[config.mk]
export PLATFORM = sky130hd
export DESIGN_NAME = mem_arb2
export DESIGN_NICKNAME = d
export VERILOG_FILES = /design/src/rtl/mem_arb2.sv
export SDC_FILE = /design/constraint.sdc
export NUM_CORES = 1
export LEC_CHECK = 0
export ABC_AREA = 1
export BUFFER_PORTS_ARGS = -buffer_cell sky130_fd_sc_hd__buf_2
export CAP_MARGIN = 0
export CORE_MARGIN = 10
export CORE_UTILIZATION = 25
export CTS_BUF_LIST = sky130_fd_sc_hd__clkbuf_16
export CTS_CLUSTER_SIZE = 10
export DETAILED_ROUTE_END_ITERATION = 10
export GPL_ROUTABILITY_DRIVEN = 0
export MAX_ROUTING_LAYER = met4
export PLACE_DENSITY = 0.69
export SLEW_MARGIN = 30
export SYNTH_ARGS = -nofsm -noshare
export SYNTH_HDL_FRONTEND = slang
export SYNTH_SLANG_ARGS = --single-unit
export TNS_END_PERCENT = 30
[constraint.sdc]
create_clock -name clk -period 3.15 [get_ports clk]
set_input_delay 0.1575 -clock clk [delete_from_list [all_inputs] [get_ports clk]]
set_output_delay 0.1575 -clock clk [all_outputs]
set_load 0.05 [all_outputs]
[src/rtl/mem_arb2.sv]
// mem_arb2: two-port arbiter in front of the shared MEM/SRAM controller.
// Port 0 (screen refresh) has priority; port 1 (CPU) has a starvation limiter.
//
// Ports:
//  clk, rst               clock, async active-high reset
//  sN_req_*  (N=0,1)      requester side: vld/gnt, addr, wr, dat_strb, dat
//  sN_rsp_*  (N=0,1)      read response: vld/gnt, dat
//  m_req_*                muxed request to MEM: vld/gnt, addr, wr, dat_strb, dat
//  m_rsp_*                response from MEM: vld/gnt, dat
module mem_arb2 #(
  parameter int AW       = 21,
  parameter int DW       = 32,
  parameter int SW       = 4,
  parameter int OUTST    = 4,
  parameter int MAX_WAIT = 8
) (
  input  logic          clk,
  input  logic          rst,
  input  logic          s0_req_vld,
  output logic          s0_req_gnt,
  input  logic [AW-1:0] s0_req_addr,
  input  logic          s0_req_wr,
  input  logic [SW-1:0] s0_req_dat_strb,
  input  logic [DW-1:0] s0_req_dat,
  output logic          s0_rsp_vld,
  input  logic          s0_rsp_gnt,
  output logic [DW-1:0] s0_rsp_dat,
  input  logic          s1_req_vld,
  output logic          s1_req_gnt,
  input  logic [AW-1:0] s1_req_addr,
  input  logic          s1_req_wr,
  input  logic [SW-1:0] s1_req_dat_strb,
  input  logic [DW-1:0] s1_req_dat,
  output logic          s1_rsp_vld,
  input  logic          s1_rsp_gnt,
  output logic [DW-1:0] s1_rsp_dat,
  output logic          m_req_vld,
  input  logic          m_req_gnt,
  output logic [AW-1:0] m_req_addr,
  output logic          m_req_wr,
  output logic [SW-1:0] m_req_dat_strb,
  output logic [DW-1:0] m_req_dat,
  input  logic          m_rsp_vld,
  output logic          m_rsp_gnt,
  input  logic [DW-1:0] m_rsp_dat
);

  localparam int PW  = $clog2(OUTST);
  localparam int CW  = PW + 1;
  localparam int WCW = $clog2(MAX_WAIT + 1);

  localparam logic [CW-1:0]  FULL_CNT = CW'(OUTST);
  localparam logic [WCW-1:0] WAIT_MAX = WCW'(MAX_WAIT);

  logic             sel;
  logic             sel_rd;
  logic             stall;
  logic             xfer;
  logic             push;
  logic             pop;
  logic             head;
  logic             fifo_full;
  logic             fifo_empty;
  logic [OUTST-1:0] ids;
  logic [PW-1:0]    wr_ptr;
  logic [PW-1:0]    rd_ptr;
  logic [CW-1:0]    cnt;
  logic [WCW-1:0]   wait_cnt;
  logic [WCW-1:0]   wait_nxt;
  logic             force_p1;

  assign fifo_full  = (cnt == FULL_CNT);
  assign fifo_empty = (cnt == '0);
  assign head       = ids[rd_ptr];
  assign wait_nxt   = wait_cnt + WCW'(1);

  always_comb begin
    sel    = s1_req_vld & (force_p1 | ~s0_req_vld);
    sel_rd = sel ? ~s1_req_wr : ~s0_req_wr;
    // full uses the registered count: a same-cycle pop does not free a slot
    stall  = fifo_full & sel_rd;

    m_req_vld      = (s0_req_vld | s1_req_vld) & ~stall;
    m_req_addr     = sel ? s1_req_addr     : s0_req_addr;
    m_req_wr       = sel ? s1_req_wr       : s0_req_wr;
    m_req_dat_strb = sel ? s1_req_dat_strb : s0_req_dat_strb;
    m_req_dat      = sel ? s1_req_dat      : s0_req_dat;

    xfer       = m_req_vld & m_req_gnt;
    s0_req_gnt = ~sel & xfer;
    s1_req_gnt = sel & xfer;
    push       = xfer & ~m_req_wr;

    s0_rsp_vld = m_rsp_vld & ~fifo_empty & ~head;
    s1_rsp_vld = m_rsp_vld & ~fifo_empty & head;
    m_rsp_gnt  = ~fifo_empty & (head ? s1_rsp_gnt : s0_rsp_gnt);
    pop        = m_rsp_vld & m_rsp_gnt;

    s0_rsp_dat = m_rsp_dat;
    s1_rsp_dat = m_rsp_dat;
  end

  always_ff @(posedge clk or posedge rst) begin
    if (rst) begin
      ids    <= '0;
      wr_ptr <= '0;
      rd_ptr <= '0;
      cnt    <= '0;
    end else begin
      if (push) begin
        ids[wr_ptr] <= sel;
        wr_ptr      <= wr_ptr + PW'(1);
      end
      if (pop) begin
        rd_ptr <= rd_ptr + PW'(1);
      end
      unique case ({push, pop})
        2'b10:   cnt <= cnt + CW'(1);
        2'b01:   cnt <= cnt - CW'(1);
        default: cnt <= cnt;
      endcase
    end
  end

  // force_p1 survives a stalled port-1 read; only a port-1 grant
  // or port 1 going idle releases it
  always_ff @(posedge clk or posedge rst) begin
    if (rst) begin
      wait_cnt <= '0;
      force_p1 <= 1'b0;
    end else if (s1_req_gnt | ~s1_req_vld) begin
      wait_cnt <= '0;
      force_p1 <= 1'b0;
    end else if (s0_req_gnt) begin
      wait_cnt <= wait_nxt;
      if (wait_nxt == WAIT_MAX) begin
        force_p1 <= 1'b1;
      end
    end
  end

`ifndef SYNTHESIS
  a_rsp_no_id: assert property (
    @(posedge clk) disable iff (rst)
    m_rsp_vld |-> !fifo_empty);

  a_hold0: assert property (
    @(posedge clk) disable iff (rst)
    s0_req_vld && !s0_req_gnt |=> s0_req_vld &&
      $stable({s0_req_addr, s0_req_wr, s0_req_dat_strb, s0_req_dat}));

  a_hold1: assert property (
    @(posedge clk) disable iff (rst)
    s1_req_vld && !s1_req_gnt |=> s1_req_vld &&
      $stable({s1_req_addr, s1_req_wr, s1_req_dat_strb, s1_req_dat}));
`endif

endmodule
# Yosys cells after proc, flatten, opt, wreduce, memory -nomap -nowiden
# Cells that the tools add are included.
totals:
  ff_bits: 16
  in_bits: 156
  out_inout_bits: 128
  wordCells: 65
op_classes:
  n_addsub: 5
  order_cmp: 3
  eq_ne: 4
  muxes: 17
  bitwise: 24
  n_reduce_logical: 6
op_table:
  columns: ["op", "count"]
  rows:
  - ["32-bit 2-to-1 mux", 1]
  - ["21-bit 2-to-1 mux", 1]
  - ["1-bit AND", 12]
  - ["4-bit 2-to-1 mux", 3]
  - ["1-bit NOT", 9]
  - ["1-bit 2-to-1 mux", 8]
  - ["2-bit by 3-bit < comparator with 1-bit output (second input constant)", 2]
  - ["3-bit one-hot mux with 2 select lines", 1]
  - ["2-bit nonzero test", 3]
  - ["2-bit by 1-bit adder with 2-bit output (second input constant)", 2]
  - ["4-bit by 1-bit adder with 4-bit output (second input constant)", 1]
  - ["4-bit bitwise mux", 1]
  - ["4-bit == test (second input constant)", 1]
  - ["3-bit by 1-bit adder with 3-bit output (second input constant)", 1]
  - ["3-bit == test (second input constant)", 1]
  - ["3-bit zero test", 1]
  - ["1-bit bitwise OR", 3]
  - ["3-bit by 1-bit subtractor with 3-bit output (second input constant)", 1]
  - ["1-bit binary-select mux with 2-bit select", 1]
  - ["1-bit demux with 2-bit select", 1]
  - ["2-bit by 1-bit == test with 1-bit output (second input constant)", 1]
  - ["2-bit == test (second input constant)", 1]
  - ["2-bit by 1-bit >= comparator with 1-bit output (second input constant)", 1]
  - ["2-bit AND reduction", 1]
  - ["1-bit logical AND", 1]

# Depth between registers and ports, before layout
# Gate-level depths: netlist of the first run.
depth:
  ltp_word: 12
  ltp_mapped: 14

# Worst setup path after synthesis of the first run
# Ideal clock, no wire load.
synth_path:
  path_type: "reg-to-reg"
  start: "register rd_ptr[0]"
  end: "register cnt[2]"
  arrival_ns: 1.791
  slack_ns: 1.228
  stages_incl_launch_ff: 14
  cell_sequence: "dfrtp_1 inv_2 nand2_1 nand3_1 nand2_2 nand2_1 nand3_2 clkinv_1 ha_1 inv_1 fa_1 a21oi_1 o21ai_0 xor2_1"
synth_via:
  elab_chain_cells: 7
synth_rtl:
  columns: ["element", "line", "source"]
  rows:
  - ["start, declared", "66", "logic [PW-1:0] rd_ptr;"]
  - ["start signal, assigned", "115", "rd_ptr <= rd_ptr + PW'(1);"]
  - ["1-bit binary-select mux with 2-bit select *", "74", "assign head = ids[rd_ptr];"]
  - ["1-bit 2-to-1 mux (not written as such) *", "74", null]
  - ["1-bit 2-to-1 mux *", "96", "m_rsp_gnt = ~fifo_empty & (head ? s1_rsp_gnt : s0_rsp_gnt);"]
  - ["1-bit AND *", "96", null]
  - ["1-bit AND *", "97", "pop = m_rsp_vld & m_rsp_gnt;"]
  - ["via pop", "60", "logic pop;"]
  - ["2-bit by 1-bit == test with 1-bit output / 2-bit == test (equally long branches)", "117", "unique case ({push, pop})"]
  - ["3-bit one-hot mux with 2 select lines / 2-bit nonzero test (equally long branches)", null, null]
  - ["end signal, assigned", "118", "2'b10: cnt <= cnt + CW'(1);"]
  - ["end signal, assigned", "119", "2'b01: cnt <= cnt - CW'(1);"]
  - ["end signal, assigned", "120", "default: cnt <= cnt;"]
  - ["end, declared", "67", "logic [CW-1:0] cnt;"]
# Mark *: on every way through the listed nets, which the timed path passes. The rest lies on a longest branch. The select of a mux whose other input is x is not followed.
# A chain may end at the register's enable or synchronous reset.

# Worst setup path in the final report of the first run
layout_path:
  start: "register force_p1"
  end: "output m_req_dat[25]"
layout_via:
  elab_chain_cells: 3
layout_rtl:
  columns: ["element", "line", "source"]
  rows:
  - ["start, declared", "70", "logic force_p1;"]
  - ["start signal, assigned", "130", "force_p1 <= 1'b0;"]
  - ["start signal, assigned", "133", "force_p1 <= 1'b0;"]
  - ["start signal, assigned", "137", "force_p1 <= 1'b1;"]
  - ["1-bit bitwise OR", "78", "sel = s1_req_vld & (force_p1 | ~s0_req_vld);"]
  - ["1-bit AND", "78", null]
  - ["32-bit 2-to-1 mux", "87", "m_req_dat = sel ? s1_req_dat : s0_req_dat;"]
  - ["end, declared", "42", "output logic [DW-1:0] m_req_dat,"]
# Every way passes these cells.

==> results.yml, run 1 <==
critical_path:
  cell_by_cell_listing_of_the_critical_path: "inv_2, nand2_2, nand2_4, inv_2, buf_4, nand2_1, nand2_1, buf_2"
  cp.required_ps: 2990
  worst_r2r_path_depth: 13
  timing.setup.critical_path_class: "reg -> out"
  crit-reg2reg-launch: "rd_ptr[0]"
  worst_path_dominant_cell_family: "buffers and inverters"
  critical_path.max_stage_delay_ps: 430
  worst_r2r_endpoint: "cnt[2]"
  cp_arrival_ps: 1980
  path_buf_inv: 4
  setup.worst_path.end_class: "output pin"
  crit_slowest_cell: "sky130_fd_sc_hd__buf_4"
  crit_path_start_kind: "flip-flop"
  rrSetupSlack_ps: 1040
  critical_path_peak_fanout: 42
routing:
  drtAntennaViolNets: 0
  drc: 0
  route.detailed.wl_per_inst_microns: 15.1
  first_iter_violations: 116
  drt-pass1-iter-count: 5
  routed-via-count: 2504
  drt-total-wl_mm: 9.09
  post_drt_via_cell_ratio: 4.16
status:
  status: "finished, violations left"
  failed_checks: "negative hold slack"
place:
  port-buffer-count: 187
  dp_hpwl_mm: 8.09
finish:
  regArea_sq_um: 400
  leading_cell_types_in_the_layout_fill_and_taps_excluded: "203 x sky130_fd_sc_hd__nand2_1, 187 x sky130_fd_sc_hd__buf_2, 20 x sky130_fd_sc_hd__inv_1"
  synthToLayoutAreaGrowth_pct: 27.4
  fin_nets: 658
  post_route_cells_drive_above_1_share_pct: 42.7
  multiInputGateArea_sq_um: 1180
  antenna_cells: 0
  layout_commonest_cell: "sky130_fd_sc_hd__nand2_1"
  final.fill_count: 973
grt:
  gr-usage-met1_pct: 14.3
  antenna_found_initial: 0
  number_of_global_route_vias_before_repair: 2676
  grt_start_max_net_pins: 58
  grt_most_used_layer: "met2"
  globalRouteOverflowTotal: 0
  grt_first_pass_wirelength_mm: 13.7
  global_route.usage.met3_pct: 3.93
  grtUsageTotal_pct: 13.1
  grt_util_met2_pct: 22.5
floorplan:
  dieWidth_microns: 115
  fp.dieArea_sq_um: 13100
  placement_rows: 34
  chipHeight_microns: 115
  floorplan.initialDensity_pct: 25.7
  placeableCoreArea_sq_um: 8720
  floorplan.io_pins: 284
yosys:
  cell_area_after_synthesis_sq_um: 2240
  synth_enable_flop_cells: 0
  ys_async_rst_share_pct: 100
  synthesis_warning_total: 0
  synthTopCellsByArea: "sky130_fd_sc_hd__nand2_1 34%, sky130_fd_sc_hd__buf_4 22%, sky130_fd_sc_hd__dfrtp_1 18%"
  synth_top_area_cell: "sky130_fd_sc_hd__nand2_1"
  synth.distinct_cells: 30
  mappedNetlistNets: 541
  synth_flop_cell: "sky130_fd_sc_hd__dfrtp_1"
  syn-mean-instance-area_sq_um: 5.92
  ys_ff_latch: 16
  synth_top_area_share_pct: 34.0
  seq_area_frac_synth_pct: 17.9
  syn_inst: 378
clock_tree:
  clk_root_buffer_cell: "sky130_fd_sc_hd__clkbuf_16"
  cts-resized-gates: 0
  level_count_of_the_clock_h_tree: 1
  tritoncts: "built"
  clock_tree.buffer_depth: 2
  clkTransAtPathRegs_ps: 50
  cts_inserted_buffers: 3
  tritoncts_num_sinks: 16
  worstSkewPairLatency_ps: 250
  ctsHoldBuffers: 0
  cts_setup_buffers: 0
timing:
  final_total_negative_setup_slack_ps: 0
  worst_slew_pin_slew_ps: 644
  final_max_slew_viol_count: 0
  setup-violations-final: 0
  report.final.hold_viol_count: 16
  slew-limit-headroom_pct: 57.0
  timing.hold.ws_ps: -7.79
  final_min_period_over_clock_period_pct: 68.0
  rsz0062_at_grt: "no"
  layout_min_cycle_time_ps: 2140
  finClkSkew_ps: 3.71
  fmax_mhz: 467
worst_hold_path:
  timing.hold.worst.class: "in -> async"
pwr:
  power.leakage_nw: 1.87
  p_per_area_nw_per_um2: 526
  finalPower_w: 0.00150
  vdd_ir_drop_max_v: 0.000232
flow_run:
  max_cap_violations: 0
[state kept, by name, indices dropped and copies added, names as in the netlist]
name and flops:
rd_ptr 2, force_p1 1, cnt 3, ids 4, wr_ptr 2, wait_cnt 4
[area by class of cell]
type	count	area share [%]
multi-input combinational	258	41.4
timing repair buffer	189	33.3
sequential	16	14.0
tap	108	4.74
inverter	27	3.73
clock buffer	3	2.63
clock inverter	1	0.132
[through the flow]
stage          util, %  hold WS [ps]  worst slack, ps  area, sq um  cells
2_1_floorplan        -          71.2             1230         2240    378
3_3_place_gp      31.8           258             1140         2770    598
3_5_place_dp      31.8           269             1060         2770    598
4_1_cts           32.7          5.49              979         2850    602
5_1_grt           32.7          48.2              834         2850    602
6_report          32.7         -7.79             1010         2850    602
[worst max path at each step]
stage	from	slack [ps]	endpoint	cells past startpoint
floorplan	rd_ptr[0]	1230	cnt[2]	13
detailed placement	rd_ptr[0]	1060	cnt[2]	14
CTS	force_p1	980	m_req_dat[3]	8
finish	force_p1	1010	m_req_dat[25]	8
global route	force_p1	830	m_req_dat[21]	8
global placement	rd_ptr[0]	1140	cnt[2]	14
[per-layer routing]
| layer | vias up | wire length, microns |
|---|---|---|
| met1 | 1051 | 3430 |
| met2 | 143 | 4780 |
| met4 | 0 | 97 |
| met5 | - | 0 |
| met3 | 10 | 771 |
| li1 | 1300 | - |
[power by group]
group / switching [W] / total, W / internal (W)
combinational: 0.000648 / 0.000918 / 0.000270
sequential: 0.0000553 / 0.000331 / 0.000276
clock: 0.0000827 / 0.000251 / 0.000169
total: 0.000786 / 0.00150 / 0.000714
[worst register-to-register path: stages, from the launching register on]
cell and delay, ps:
sky130_fd_sc_hd__dfrtp_1 410, sky130_fd_sc_hd__inv_2 100, sky130_fd_sc_hd__nand2_1 50, sky130_fd_sc_hd__nand3_1 70
sky130_fd_sc_hd__nand2_2 70, sky130_fd_sc_hd__nand2_1 100, sky130_fd_sc_hd__nand3_2 110, sky130_fd_sc_hd__clkinv_1 80
sky130_fd_sc_hd__ha_1 130, sky130_fd_sc_hd__inv_1 60, sky130_fd_sc_hd__fa_1 380, sky130_fd_sc_hd__a21oi_1 150
sky130_fd_sc_hd__o21ai_0 120, sky130_fd_sc_hd__xor2_1 160
[Yosys cell counts (4+ instances only)]
library cell and n:
sky130_fd_sc_hd__ha_1 6, sky130_fd_sc_hd__nand2_2 5, sky130_fd_sc_hd__buf_2 9, sky130_fd_sc_hd__inv_2 5
sky130_fd_sc_hd__dfrtp_1 16, sky130_fd_sc_hd__nor2_1 6, sky130_fd_sc_hd__nand2_1 203, sky130_fd_sc_hd__inv_1 20
sky130_fd_sc_hd__o21ai_0 4, sky130_fd_sc_hd__xor2_1 5, sky130_fd_sc_hd__buf_4 65, sky130_fd_sc_hd__nand3_1 12
[kinds of logic after synthesis]
kind of cell	after synthesis	share of synthesized area, %
AOI/OAI and AO/OA	9	2.51
xor gates and xnor gates	6	2.35
buffers and inverters	104	29.4
and+or+nand+nor	236	43.6
DFF	16	17.9
adders and majority gates	7	4.25
Note: power is estimated with default switching activity, not from simulation.
==> run 2: changes to the inputs <==
--- a/config.mk
+++ b/config.mk
@@ -5,7 +5,7 @@
 export SDC_FILE = /design/constraint.sdc
 export NUM_CORES = 1
 export LEC_CHECK = 0
-export ABC_AREA = 1
+export ABC_AREA = 0
 export BUFFER_PORTS_ARGS = -buffer_cell sky130_fd_sc_hd__buf_2
 export CAP_MARGIN = 0
 export CORE_MARGIN = 10
@@ -15,7 +15,7 @@
 export DETAILED_ROUTE_END_ITERATION = 10
 export GPL_ROUTABILITY_DRIVEN = 0
 export MAX_ROUTING_LAYER = met4
-export PLACE_DENSITY = 0.69
+export PLACE_DENSITY = 0.73
 export SLEW_MARGIN = 30
 export SYNTH_ARGS = -nofsm -noshare
 export SYNTH_HDL_FRONTEND = slang
==> constraint.sdc (replaced) <==
create_clock -name clk -period 1.8 [get_ports clk]
set_input_delay 0.09 -clock clk [delete_from_list [all_inputs] [get_ports clk]]
set_output_delay 0.09 -clock clk [all_outputs]
set_load 0.05 [all_outputs]
==> results.yml, run 2 <==
finish:
  fin_util_pct: 43.0
  leading_cell_types_in_the_layout_fill_and_taps_excluded: "156 x sky130_fd_sc_hd__nand2_1, 126 x sky130_fd_sc_hd__buf_2, 45 x sky130_fd_sc_hd__buf_6"
  post_route_cells_drive_above_1_share_pct: 52.6
  fin_nets: 660
  antenna_cells: 0
  final_cell_area_sq_um: 3710
  synthToLayoutAreaGrowth_pct: 69.5
  leading_registers_by_flop_count: "ids: 4 flops, wait_cnt: 4 flops, cnt: 3 flops"
  layout_commonest_cell: "sky130_fd_sc_hd__nand2_1"
yosys:
  mappedNetlistNets: 512
  synthesis_warning_total: 0
  synth_commonest_cells: "177 x sky130_fd_sc_hd__nand2_1, 64 x sky130_fd_sc_hd__buf_4, 16 x sky130_fd_sc_hd__dfrtp_1"
  cell_area_after_synthesis_sq_um: 2190
  synth_enable_flop_cells: 0
  synth_flop_cell: "sky130_fd_sc_hd__dfrtp_1"
  synth.distinct_cells: 36
  syn-mean-instance-area_sq_um: 6.28
  synth_top_area_cell: "sky130_fd_sc_hd__nand2_1"
  syn_inst: 349
  ys_ff_latch: 16
  ys_async_rst_share_pct: 100
  seq_area_frac_synth_pct: 18.3
  synthTopCellsByArea: "sky130_fd_sc_hd__nand2_1 30%, sky130_fd_sc_hd__buf_4 22%, sky130_fd_sc_hd__dfrtp_1 18%"
  synthMostInstantiatedCell: "sky130_fd_sc_hd__nand2_1"
  synth_top_area_share_pct: 30.3
clock_tree:
  worstSkewPairLatency_ps: 250
  tritoncts_num_sinks: 16
  level_count_of_the_clock_h_tree: 1
  clock_tree.buffer_depth: 2
  tritoncts: "built"
  clk_root_buffer_cell: "sky130_fd_sc_hd__clkbuf_16"
  cts_inserted_buffers: 3
  clkTransAtPathRegs_ps: 50
grt:
  grt_start_max_net_pins: 38
  globalRouteOverflowTotal: 0
  antenna_found_initial: 0
  grt_first_pass_wirelength_mm: 14.1
  grtUsageTotal_pct: 13.1
  number_of_global_route_vias_before_repair: 2685
floorplan:
  floorplan.initialDensity_pct: 25.4
  placeableCoreArea_sq_um: 8640
  placement_rows: 34
  chipHeight_microns: 114
  fp.dieArea_sq_um: 12900
  dieWidth_microns: 114
  floorplan.io_pins: 284
timing:
  finClkSkew_ps: 0.987
  report.final.hold_viol_count: 0
  final_max_slew_viol_count: 0
  final_min_period_over_clock_period_pct: 134
  setup-violations-final: 57
  worst_slew_pin_slew_ps: 660
  final_critical_path_setup_slack_ps: -605
  rsz0062_at_grt: "yes"
  slew-limit-headroom_pct: 56.0
  fmax_mhz: 416
  layout_min_cycle_time_ps: 2410
pwr:
  power.leakage_nw: 2.11
  vdd_ir_drop_max_v: 0.00119
  p_per_area_nw_per_um2: 869
  finalPower_w: 0.00323
critical_path:
  crit_path_start_kind: "flip-flop"
  setup.worst_path.end_class: "flip-flop"
  crit_slowest_cell: "sky130_fd_sc_hd__mux4_2"
  crit_top_cell: "sky130_fd_sc_hd__xor2_1"
  cp.required_ps: 1960
  timing.setup.critical_path_class: "reg -> reg"
  critical_path_peak_fanout: 2
  cell_by_cell_listing_of_the_critical_path: "mux4_2, mux2i_2, nor2_2, ha_4, inv_2, fa_2, xor2_1, nor2_1, xor2_1"
  critical_path.max_stage_delay_ps: 550
  cp_arrival_ps: 2560
routing:
  routed-via-count: 2743
  route.detailed.wl_per_inst_microns: 17.2
  first_iter_violations: 188
  drt-total-wl_mm: 10.4
  drc: 0
  post_drt_via_cell_ratio: 4.54
  drtAntennaViolNets: 0
  drt-pass1-iter-count: 4
place:
  detailedPlace.worstSlack_ps: -567
  dpl-instance-area_sq_um: 3000
  port-buffer-count: 187
  dp_hpwl_mm: 7.90
status:
  status: "finished, violations left"
  failed_checks: "negative setup slack"
worst_hold_path:
  timing.hold.worst.class: "in -> out"
flow_run:
  max_cap_violations: 0
## run 2: cell count changes after synthesis, sizes merged, moves of 2 or more
cell,previous run,this run
nand2,209,177
inv,25,11
nand3,14,3
buf,77,68
clkbuf,0,9
mux2,0,5
nor2,6,10
mux2i,0,3
a21oi,2,0
clkinv,2,0
nand4,3,5
nor2b,0,2
nor3b,0,2
xnor2,1,3
## run 2: metrics by stage
stage                     hold slack (ps)  setup TNS (ps)  instances
after floorplan                      3.74           -1290        349
after global placement                181            -798        590
after detailed placement              181           -1010        590
after CTS                             181            -941        597
after global routing                  180           -8550        604
final                                 180           -4210        604
## run 2: area by class of cell
type / count / area [sq um]
Clock buffer: 3 / 75.1
Inverter: 11 / 41.3
Sequential cell: 16 / 400
Fill cell: 858 / 4920
Timing Repair Buffer: 220 / 1730
Multi-Input combinational cell: 245 / 1330
Tap cell: 108 / 135
Clock inverter: 1 / 3.75
## run 2: power by group
group	internal [W]	switching, W
Combinational	0.000980	0.00123
Clock	0.000295	0.000153
Sequential	0.000489	0.0000830
## run 2: critical path, delay by kind of cell (launching register included)
kind	cells	cell delay, ps
xor gates and xnor gates	2	370
adders and majority gates	2	500
buffers and inverters	1	40
DFF	1	360
muxes	2	740
and+or+nand+nor	2	310
## run 2: worst paths after layout
path	slack, ps	depth (start not counted)	endpoint	start
max in group asynchronous	900	3	ids[0]	rst
max reg2reg	-610	9	cnt[2]	rd_ptr[0]
min in group asynchronous	480	3	force_p1	rst
min	180	0	s0_rsp_dat[17]	m_rsp_dat[17]
min reg2reg	500	1	ids[1]	ids[1]
max	-610	9	cnt[2]	rd_ptr[0]
## run 2: repair_timing
action,CTS,global route
buffers inserted,3,4
endpoints found under the hold margin,16,0
gates resized for setup,48,126
endpoints found under the setup margin,37,64
cloned,0,3
pin swaps,5,9
hold buffers,1,0
## run 2: cells by family (layout without fill, tap and decap cells)
family	count (synthesis)	in the layout	share of synthesized area, %
flops	16	16	18.3
buf+inv	88	235	26.3
simple gates	209	209	38.9
compound gates	13	13	4.28
fa+ha+maj	7	7	4.34
mux	9	9	5.14
xor+xnor	7	7	2.80
## run 2: routing by layer
metal,vias to the layer above,global-route usage (%),part of all wire [%]
li1,1316,-,-
met3,3,4.25,8.8
met5,-,-,0
met4,0,1.27,0.14
met2,171,23.9,55
met1,1253,13.8,36
